<file path="src/rtl/cordic_iter_ctrl.sv">
// cordic_iter_ctrl: time-multiplexes one external, registered CORDIC iterator
// stage over ITER micro-rotations per operand.
//
// Ports:
//   clk, rst_n          clock, asynchronous active-low reset
//   in_valid/in_ready   operand handshake (in_z, in_x, in_y, in_quadrant)
//   out_valid/out_ready result handshake (out_z, out_x, out_y, out_quadrant)
//   it_z/x/y/quadrant   iterator stage inputs, it_i = shift index
//   it_*_o              iterator stage registered outputs (fed back)
//   busy                high while iterating or latching the result
//
// The iterator registers one micro-rotation every clock. Iteration 0 is fed
// from the hold registers, later iterations from the iterator's own outputs.
// After the last iteration one LATCH cycle copies the iterator outputs into
// the output registers, which are held in OUT until downstream accepts.

module cordic_iter_ctrl #(
  parameter int unsigned ITER = 20,
  parameter int unsigned ZW   = 25,
  parameter int unsigned XW   = 30
) (
  input  logic                 clk,
  input  logic                 rst_n,
  input  logic                 in_valid,
  output logic                 in_ready,
  input  logic signed [ZW-1:0] in_z,
  input  logic signed [XW-1:0] in_x,
  input  logic signed [XW-1:0] in_y,
  input  logic        [2:0]    in_quadrant,
  output logic                 out_valid,
  input  logic                 out_ready,
  output logic signed [ZW-1:0] out_z,
  output logic signed [XW-1:0] out_x,
  output logic signed [XW-1:0] out_y,
  output logic        [2:0]    out_quadrant,
  output logic signed [ZW-1:0] it_z,
  output logic signed [XW-1:0] it_x,
  output logic signed [XW-1:0] it_y,
  output logic        [2:0]    it_quadrant,
  output logic        [5:0]    it_i,
  input  logic signed [ZW-1:0] it_z_o,
  input  logic signed [XW-1:0] it_x_o,
  input  logic signed [XW-1:0] it_y_o,
  input  logic        [2:0]    it_quadrant_o,
  output logic                 busy
);

  localparam int unsigned CW = 6;
  localparam int unsigned QW = 3;
  localparam logic [CW-1:0] LAST_IT = CW'(ITER - 1);

  // Reject illegal iteration counts at elaboration.
  if (ITER < 1 || ITER > 63) begin : g_bad_iter
    $error("cordic_iter_ctrl: ITER must be in 1..63");
  end

  typedef enum logic [1:0] {
    S_IDLE  = 2'd0,
    S_RUN   = 2'd1,
    S_LATCH = 2'd2,
    S_OUT   = 2'd3
  } state_e;

  state_e                state_q, state_d;
  logic [CW-1:0]         cnt_q, cnt_d;
  logic                  rdy_en_q;
  logic signed [ZW-1:0]  hold_z_q, hold_z_d;
  logic signed [XW-1:0]  hold_x_q, hold_x_d;
  logic signed [XW-1:0]  hold_y_q, hold_y_d;
  logic        [QW-1:0]  hold_q_q, hold_q_d;
  logic signed [ZW-1:0]  out_z_q, out_z_d;
  logic signed [XW-1:0]  out_x_q, out_x_d;
  logic signed [XW-1:0]  out_y_q, out_y_d;
  logic        [QW-1:0]  out_q_q, out_q_d;
  logic                  out_valid_q, out_valid_d;
  logic                  busy_q, busy_d;
  logic                  accept;
  logic                  feedback;

  // Ready is held low until the first clock edge after reset release.
  assign in_ready = rdy_en_q & ((state_q == S_IDLE) |
                                ((state_q == S_OUT) & out_ready));
  assign accept   = in_valid & in_ready;

  // Iterations after the first take the iterator's own registered results.
  assign feedback    = (state_q == S_RUN) && (cnt_q != '0);
  assign it_z        = feedback ? it_z_o        : hold_z_q;
  assign it_x        = feedback ? it_x_o        : hold_x_q;
  assign it_y        = feedback ? it_y_o        : hold_y_q;
  assign it_quadrant = feedback ? it_quadrant_o : hold_q_q;
  assign it_i        = (state_q == S_RUN) ? cnt_q : '0;

  assign out_z        = out_z_q;
  assign out_x        = out_x_q;
  assign out_y        = out_y_q;
  assign out_quadrant = out_q_q;
  assign out_valid    = out_valid_q;
  assign busy         = busy_q;

  // Next-state, counter, capture and output-register logic.
  always_comb begin
    state_d  = state_q;
    cnt_d    = cnt_q;
    hold_z_d = hold_z_q;
    hold_x_d = hold_x_q;
    hold_y_d = hold_y_q;
    hold_q_d = hold_q_q;
    out_z_d  = out_z_q;
    out_x_d  = out_x_q;
    out_y_d  = out_y_q;
    out_q_d  = out_q_q;

    // Accept is only possible in IDLE or in OUT while the result is taken.
    if (accept) begin
      hold_z_d = in_z;
      hold_x_d = in_x;
      hold_y_d = in_y;
      hold_q_d = in_quadrant;
    end

    case (state_q)
      S_IDLE: begin
        if (accept) begin
          cnt_d   = '0;
          state_d = S_RUN;
        end
      end
      S_RUN: begin
        if (cnt_q == LAST_IT) begin
          cnt_d   = '0;
          state_d = S_LATCH;
        end else begin
          cnt_d = cnt_q + CW'(1);
        end
      end
      S_LATCH: begin
        out_z_d = it_z_o;
        out_x_d = it_x_o;
        out_y_d = it_y_o;
        out_q_d = it_quadrant_o;
        state_d = S_OUT;
      end
      S_OUT: begin
        if (out_ready) begin
          if (in_valid) begin
            cnt_d   = '0;
            state_d = S_RUN;
          end else begin
            state_d = S_IDLE;
          end
        end
      end
      default: begin
        state_d = S_IDLE;
      end
    endcase

    out_valid_d = (state_d == S_OUT);
    busy_d      = (state_d == S_RUN) || (state_d == S_LATCH);
  end

  // State and data registers; reset aborts any operation in flight.
  always_ff @(posedge clk or negedge rst_n) begin
    if (!rst_n) begin
      state_q     <= S_IDLE;
      cnt_q       <= '0;
      rdy_en_q    <= 1'b0;
      hold_z_q    <= '0;
      hold_x_q    <= '0;
      hold_y_q    <= '0;
      hold_q_q    <= '0;
      out_z_q     <= '0;
      out_x_q     <= '0;
      out_y_q     <= '0;
      out_q_q     <= '0;
      out_valid_q <= 1'b0;
      busy_q      <= 1'b0;
    end else begin
      state_q     <= state_d;
      cnt_q       <= cnt_d;
      rdy_en_q    <= 1'b1;
      hold_z_q    <= hold_z_d;
      hold_x_q    <= hold_x_d;
      hold_y_q    <= hold_y_d;
      hold_q_q    <= hold_q_d;
      out_z_q     <= out_z_d;
      out_x_q     <= out_x_d;
      out_y_q     <= out_y_d;
      out_q_q     <= out_q_d;
      out_valid_q <= out_valid_d;
      busy_q      <= busy_d;
    end
  end

endmodule

</file>
<file path="config.mk">
export PLATFORM = sky130hd
export DESIGN_NAME = cordic_iter_ctrl
export DESIGN_NICKNAME = d
export VERILOG_FILES = /design/src/rtl/cordic_iter_ctrl.sv
export SDC_FILE = /design/constraint.sdc
export NUM_CORES = 1
export LEC_CHECK = 0
export CAP_MARGIN = 20
export CORE_ASPECT_RATIO = 1.5
export CORE_MARGIN = 5
export CORE_UTILIZATION = 42
export CTS_CLUSTER_SIZE = 25
export DETAILED_ROUTE_END_ITERATION = 8
export HOLD_SLACK_MARGIN = 0.15
export PLACE_DENSITY = 0.87
export SLEW_MARGIN = 20
export SYNTH_ARGS = -nofsm -noshare
export SYNTH_HDL_FRONTEND = slang
export SYNTH_SLANG_ARGS = --single-unit
</file>
<file path="constraint.sdc">
create_clock -name clk -period 2.6 [get_ports clk]
set_input_delay 0.52 -clock clk [delete_from_list [all_inputs] [get_ports clk]]
set_output_delay 0.52 -clock clk [all_outputs]
set_load 0.1 [all_outputs]
</file>
# Yosys cells after proc, flatten, opt, wreduce, memory -nomap -nowiden

Cells that the tools add are included.

Output and inout port bits: 185
Bits in read-only memories: 0
Memories kept: 0
Bits in writable memories: 0
Register bits after elaboration: 187
Latch bits: 0

Reductions and logical operators: 6
$mul: 0
Shift operators: 0
Eq/ne operators: 10
Divide/modulo/power cells: 0
Bitwise logic cells: 4
Add/sub/neg operators: 1
Multiplexer cells: 15
Order comparisons: 0

Operators by type and width:

| kind                                          | number |
|---|---|
| 2-to-1 mux 30 bit                             | 2 |
| 2-to-1 mux 6 bit                              | 5 |
| 2-to-1 mux 25 bit                             | 1 |
| one-hot mux 6 bit (3 select lines)            | 1 |
| == test 2 bit, second input constant          | 4 |
| one-hot mux 2 bit (4 select lines)            | 1 |
| adder 6 x 1 -> 6 bit, second input constant   | 1 |
| == test 6 x 5 -> 1 bit, second input constant | 1 |
| 2-to-1 mux 2 bit                              | 3 |
| != test 2 bit, second input constant          | 3 |
| nonzero test 6 bit                            | 1 |
| == test 2 x 1 -> 1 bit, second input constant | 2 |
| AND reduction 4 bit                           | 1 |
| bitwise AND 1 bit                             | 3 |
| 2-to-1 mux 3 bit                              | 1 |
| nonzero test 3 bit                            | 1 |
| zero test 2 bit                               | 1 |
| logical AND 1 bit                             | 1 |
| logical OR 1 bit                              | 1 |
| 2-to-1 mux 1 bit                              | 1 |
| bitwise OR 1 bit                              | 1 |

# Logic depth before layout (Yosys ltp)

Depth in word-level cells: 9
Mapped depth: 7
Gate-level depth less buffers: 4

# Worst setup path before layout

Ideal clock, no wire load.

Path type: register to output
Start: register state_q[1]
End: output port in_ready
Stages on the path, launching flop included: 7
Arrival time: 3,404 ps
Path slack: -1,324 ps
Cells stage by stage: dfrtp_1 > buf_2 > nor2b_1 > buf_2 > buf_2 > buf_2 > a211oi_1

Cells in the longest elaborated chain, start to end: 4

RTL lines:

| item                   | RTL line | text |
|---|---|---|
| from (decl)            | 64       | `state_e state_q, state_d;` |
| from (signal assigned) | 179      | `state_q <= state_d;` |
| == test 2 bit          | 82       | `((state_q == S_OUT) & out_ready));` |
| bitwise AND 1 bit      | 82       |  |
| bitwise OR 1 bit *     | 81       | `assign in_ready = rdy_en_q & ((state_q == S_IDLE) \|` |
| bitwise AND 1 bit *    | 81       |  |
| to (decl)              | 25       | `output logic in_ready,` |

Mark *: on every way between the ends. The rest lies on a longest branch, timed or not.

# Worst setup path after layout

Start: register cnt_q[5]
End: output port it_z[6]

Cells in the longest elaborated chain, start to end: 3

RTL lines:

| item                   | RTL line | text |
|---|---|---|
| from (decl)            | 65       | `logic [CW-1:0] cnt_q, cnt_d;` |
| from (signal assigned) | 180      | `cnt_q <= cnt_d;` |
| nonzero test 6 bit     | 86       | `assign feedback = (state_q == S_RUN) && (cnt_q != '0);` |
| logical AND 1 bit      | 86       |  |
| 2-to-1 mux 25 bit      | 87       | `assign it_z = feedback ? it_z_o : hold_z_q;` |
| to (decl)              | 36       | `output logic signed [ZW-1:0] it_z,` |

Every way passes these cells.

==> results <==
[layer usage]
layer	GRT usage	up-vias	part of all wire
li1	-	2723	-
met1	0.257	3116	0.35
met2	0.424	271	0.54
met3	0.0742	51	0.076
met4	0.0860	0	0.033
met5	0	-	0
[area by class of cell]
class	count	area [um^2]
well taps	256	320
clock inverters	13	149
clock buffers	19	453
repair buffers	403	4950
multi-input cells	311	3670
flip-flops and latches	187	4680
inverters	6	22.5
fillers	1081	4920
[cells by family (layout without fill, tap and decap cells)]
| logic type | Yosys count | count (layout) | synth area share |
|---|---|---|---|
| flip-flops | 187 | 187 | 0.572 |
| adder cells (fa/ha/maj) | 3 | 3 | 0.00459 |
| buffers and inverters | 37 | 441 | 0.0240 |
| AO/OA/AOI/OAI | 16 | 16 | 0.0185 |
| other | 1 | 1 | 0.000458 |
| multiplexers | 264 | 264 | 0.363 |
| AND/OR/NAND/NOR | 27 | 27 | 0.0174 |
[worst max-delay path, cell delays in order (launching register included)]
cell	delay (ns)
dfrtp_1	0.43
nor3_4	0.28
a31oi_4	0.14
buf_6	0.14
buf_6	0.13
buf_8	0.13
mux2_4	0.31
buf_12	0.17
[metrics by stage]
stage / hold WS, ns / setup WS [ns] / setup TNS [ns] / area (um^2) / std cells
global route: 0.519 / -0.205 / -14.01 / 14200 / 1195
floorplan: 0.224 / -0.0495 / -0.148 / 8200 / 535
global placement: 0.465 / 0.248 / 0 / 13000 / 1145
finish: 0.490 / -0.0912 / -4.17 / 14200 / 1195
CTS: 0.492 / -0.189 / -10.07 / 14200 / 1193
detailed placement: 0.473 / 0.185 / 0 / 13000 / 1145
[flip-flops by register name (all words and copies together), names as in the netlist]
signal        cells
cnt_q             6
busy              1
out_valid         1
out_x            30
hold_q_q          3
rdy_en_q          1
hold_x_q         30
hold_z_q         25
out_quadrant      3
out_y            30
state_q           2
out_z            25
hold_y_q         30
[path summary, 6_finish.rpt]
path,from,endpoint,slack (ns),cells after the start
hold / removal,hold_x_q[10]$_DFFE_PN0P_,hold_x_q[10]$_DFFE_PN0P_,0.49,1
max in group asynchronous,rst_n,hold_x_q[11]$_DFFE_PN0P_,1.28,3
setup / recovery,cnt_q[5]$_DFFE_PN0P_,it_z[6],-0.09,7
hold reg to reg,hold_x_q[10]$_DFFE_PN0P_,hold_x_q[10]$_DFFE_PN0P_,0.49,1
min in group asynchronous,rst_n,out_x[1]$_DFFE_PN0N_,0.62,2
setup reg to reg,state_q[0]$_DFF_PN0_,out_x[6]$_DFFE_PN0N_,0.48,4
[repair_timing]
action                                  4_1_cts  5_1_grt
buffers inserted                             12        4
hold buffers                                  1        0
gates cloned                                  4        4
resized for setup                            93       18
hold endpoints to repair                     53        0
pin swaps                                     1        3
endpoints found under the setup margin       88       88
[layout by cell type (no fill, tap or decap), types with 3 or more instances in the layout]
cell type,count
clkinv_4,3
dfrtp_1,185
nor2_1,5
mux2_4,80
inv_8,3
inv_6,4
a221o_1,3
and2_1,3
buf_12,106
clkdlybuf4s50_1,178
clkbuf_16,21
mux2_2,164
inv_1,4
clkbuf_8,3
buf_4,104
buf_6,5
mux2_1,20
nand2_1,4
nand3_1,3
==> results by group <==
Cells and area
  – ANT cells: 0
  – Share of cells above drive strength 1: 0.545
  – Area grow syn2layout: 74.1%
  – Post-layout util: 0.743
  – Fin nets: between 1,000 and 1,500

Floorplanning
  – Die area: 0.0224 mm^2
  – Row cnt: 62
  – Die width: 124 um
  – Top-Level Pins: 365
  – Die height: around 180 um
  – Core Area: around 0.019 mm^2
  – Initial Utilization: 0.427

Yosys
  – Cell count after synthesis: 535
  – Ys flop type: dfrtp_1
  – Netlist cell types: 33
  – Leading area contributor after synthesis: dfrtp_1
  – Commonest cells in the netlist: mux2_2 (244), dfrtp_1 (187), buf_2 (25), mux2_1 (20), inv_1 (6)
  – Post-synth EDFFs: 0
  – Syn nets: between 700 and 800
  – Top post-synthesis cells by area: dfrtp_1 (57%), mux2_2 (34%), mux2_1 (2.8%)
  – Top-area cell type share of the netlist area: 0.572
  – Seq cells post-synth: 187
  – Post-synthesis sequential area ratio: 0.572
  – Average size of a mapped cell: around 15 um^2
  – Most common cell in the synthesized netlist: mux2_2
  – Synth warn: 0
  – Async set-reset flop share out of synthesis: 1.00
  – Synthesized area: 0.00818 mm^2

Place
  – IO Port Bufs: 364
  – GPL Wtd Cong: 0.847
  – DP HPWL: about 20 mm

Global routing
  – Gr usage total: 0.237
  – Vias in the first global route: about 6,900
  – Largest net degree at the start of global routing: 59
  – Global-route wire length before repair: 40.2 mm
  – Initial antenna violation count: 0
  – Grt total ovfl: 0

Timing
  – Fin crit share: 1.04
  – Slew @ Worst Pin: 0.548 ns
  – Number of setup violations in the final report: between 80 and 90
  – RSZ-0062 raised after global routing: true
  – Worst Skew: 0.0109 ns
  – Rel. slew slack: 0.635
  – Hold Violations, Final: 0
  – Final min period: 2.69 ns
  – Max Fclk: 372 MHz
  – Pins Over Slew Limit: 0
  – Setup WS post-layout: -0.0912 ns

CTS
  – Clock transition at the registers of the reported paths: 0.07 ns
  – Clk_lat worst skew: between 0.4 and 0.5 ns
  – Clock buffer depth: 2
  – TritonCTS sink count: 187
  – CTS tree: built
  – CTS H-tree lvls: 4
  – Root buffer cell: clkbuf_16
  – CTS buffer count: 17

Setup path
  – Req. time, crit path: 2.08 ns
  – CP Class: reg2out
  – Arr. time, crit path: 2.17 ns
  – Worst-path maximum fanout: 4
  – Worst Setup End Kind: primary output
  – CP Launch Type: flop

Drt
  – DR vias: between 6,000 and 7,000
  – Initial DRT Pass Iterations: 6
  – Iteration-0 DRC count of the detailed router: around 300
  – DR vias/cell: 5.16
  – Post-route ant nets: 0
  – DRC Markers: 0
  – Post-Route WL: 26.9 mm
  – Avg WL per Cell: approximately 23 um

Run status
  – Outcome: complete, but fails checks
  – Failing checks: negative setup slack

Worst hold path
  – Hold WC Path Type: reg2reg

Run
  – Max cap viols: 0
Power of run 1 is left out: the tool's default activity adds up to more than one toggle a clock period on the data nets, which glitch-free logic cannot reach.
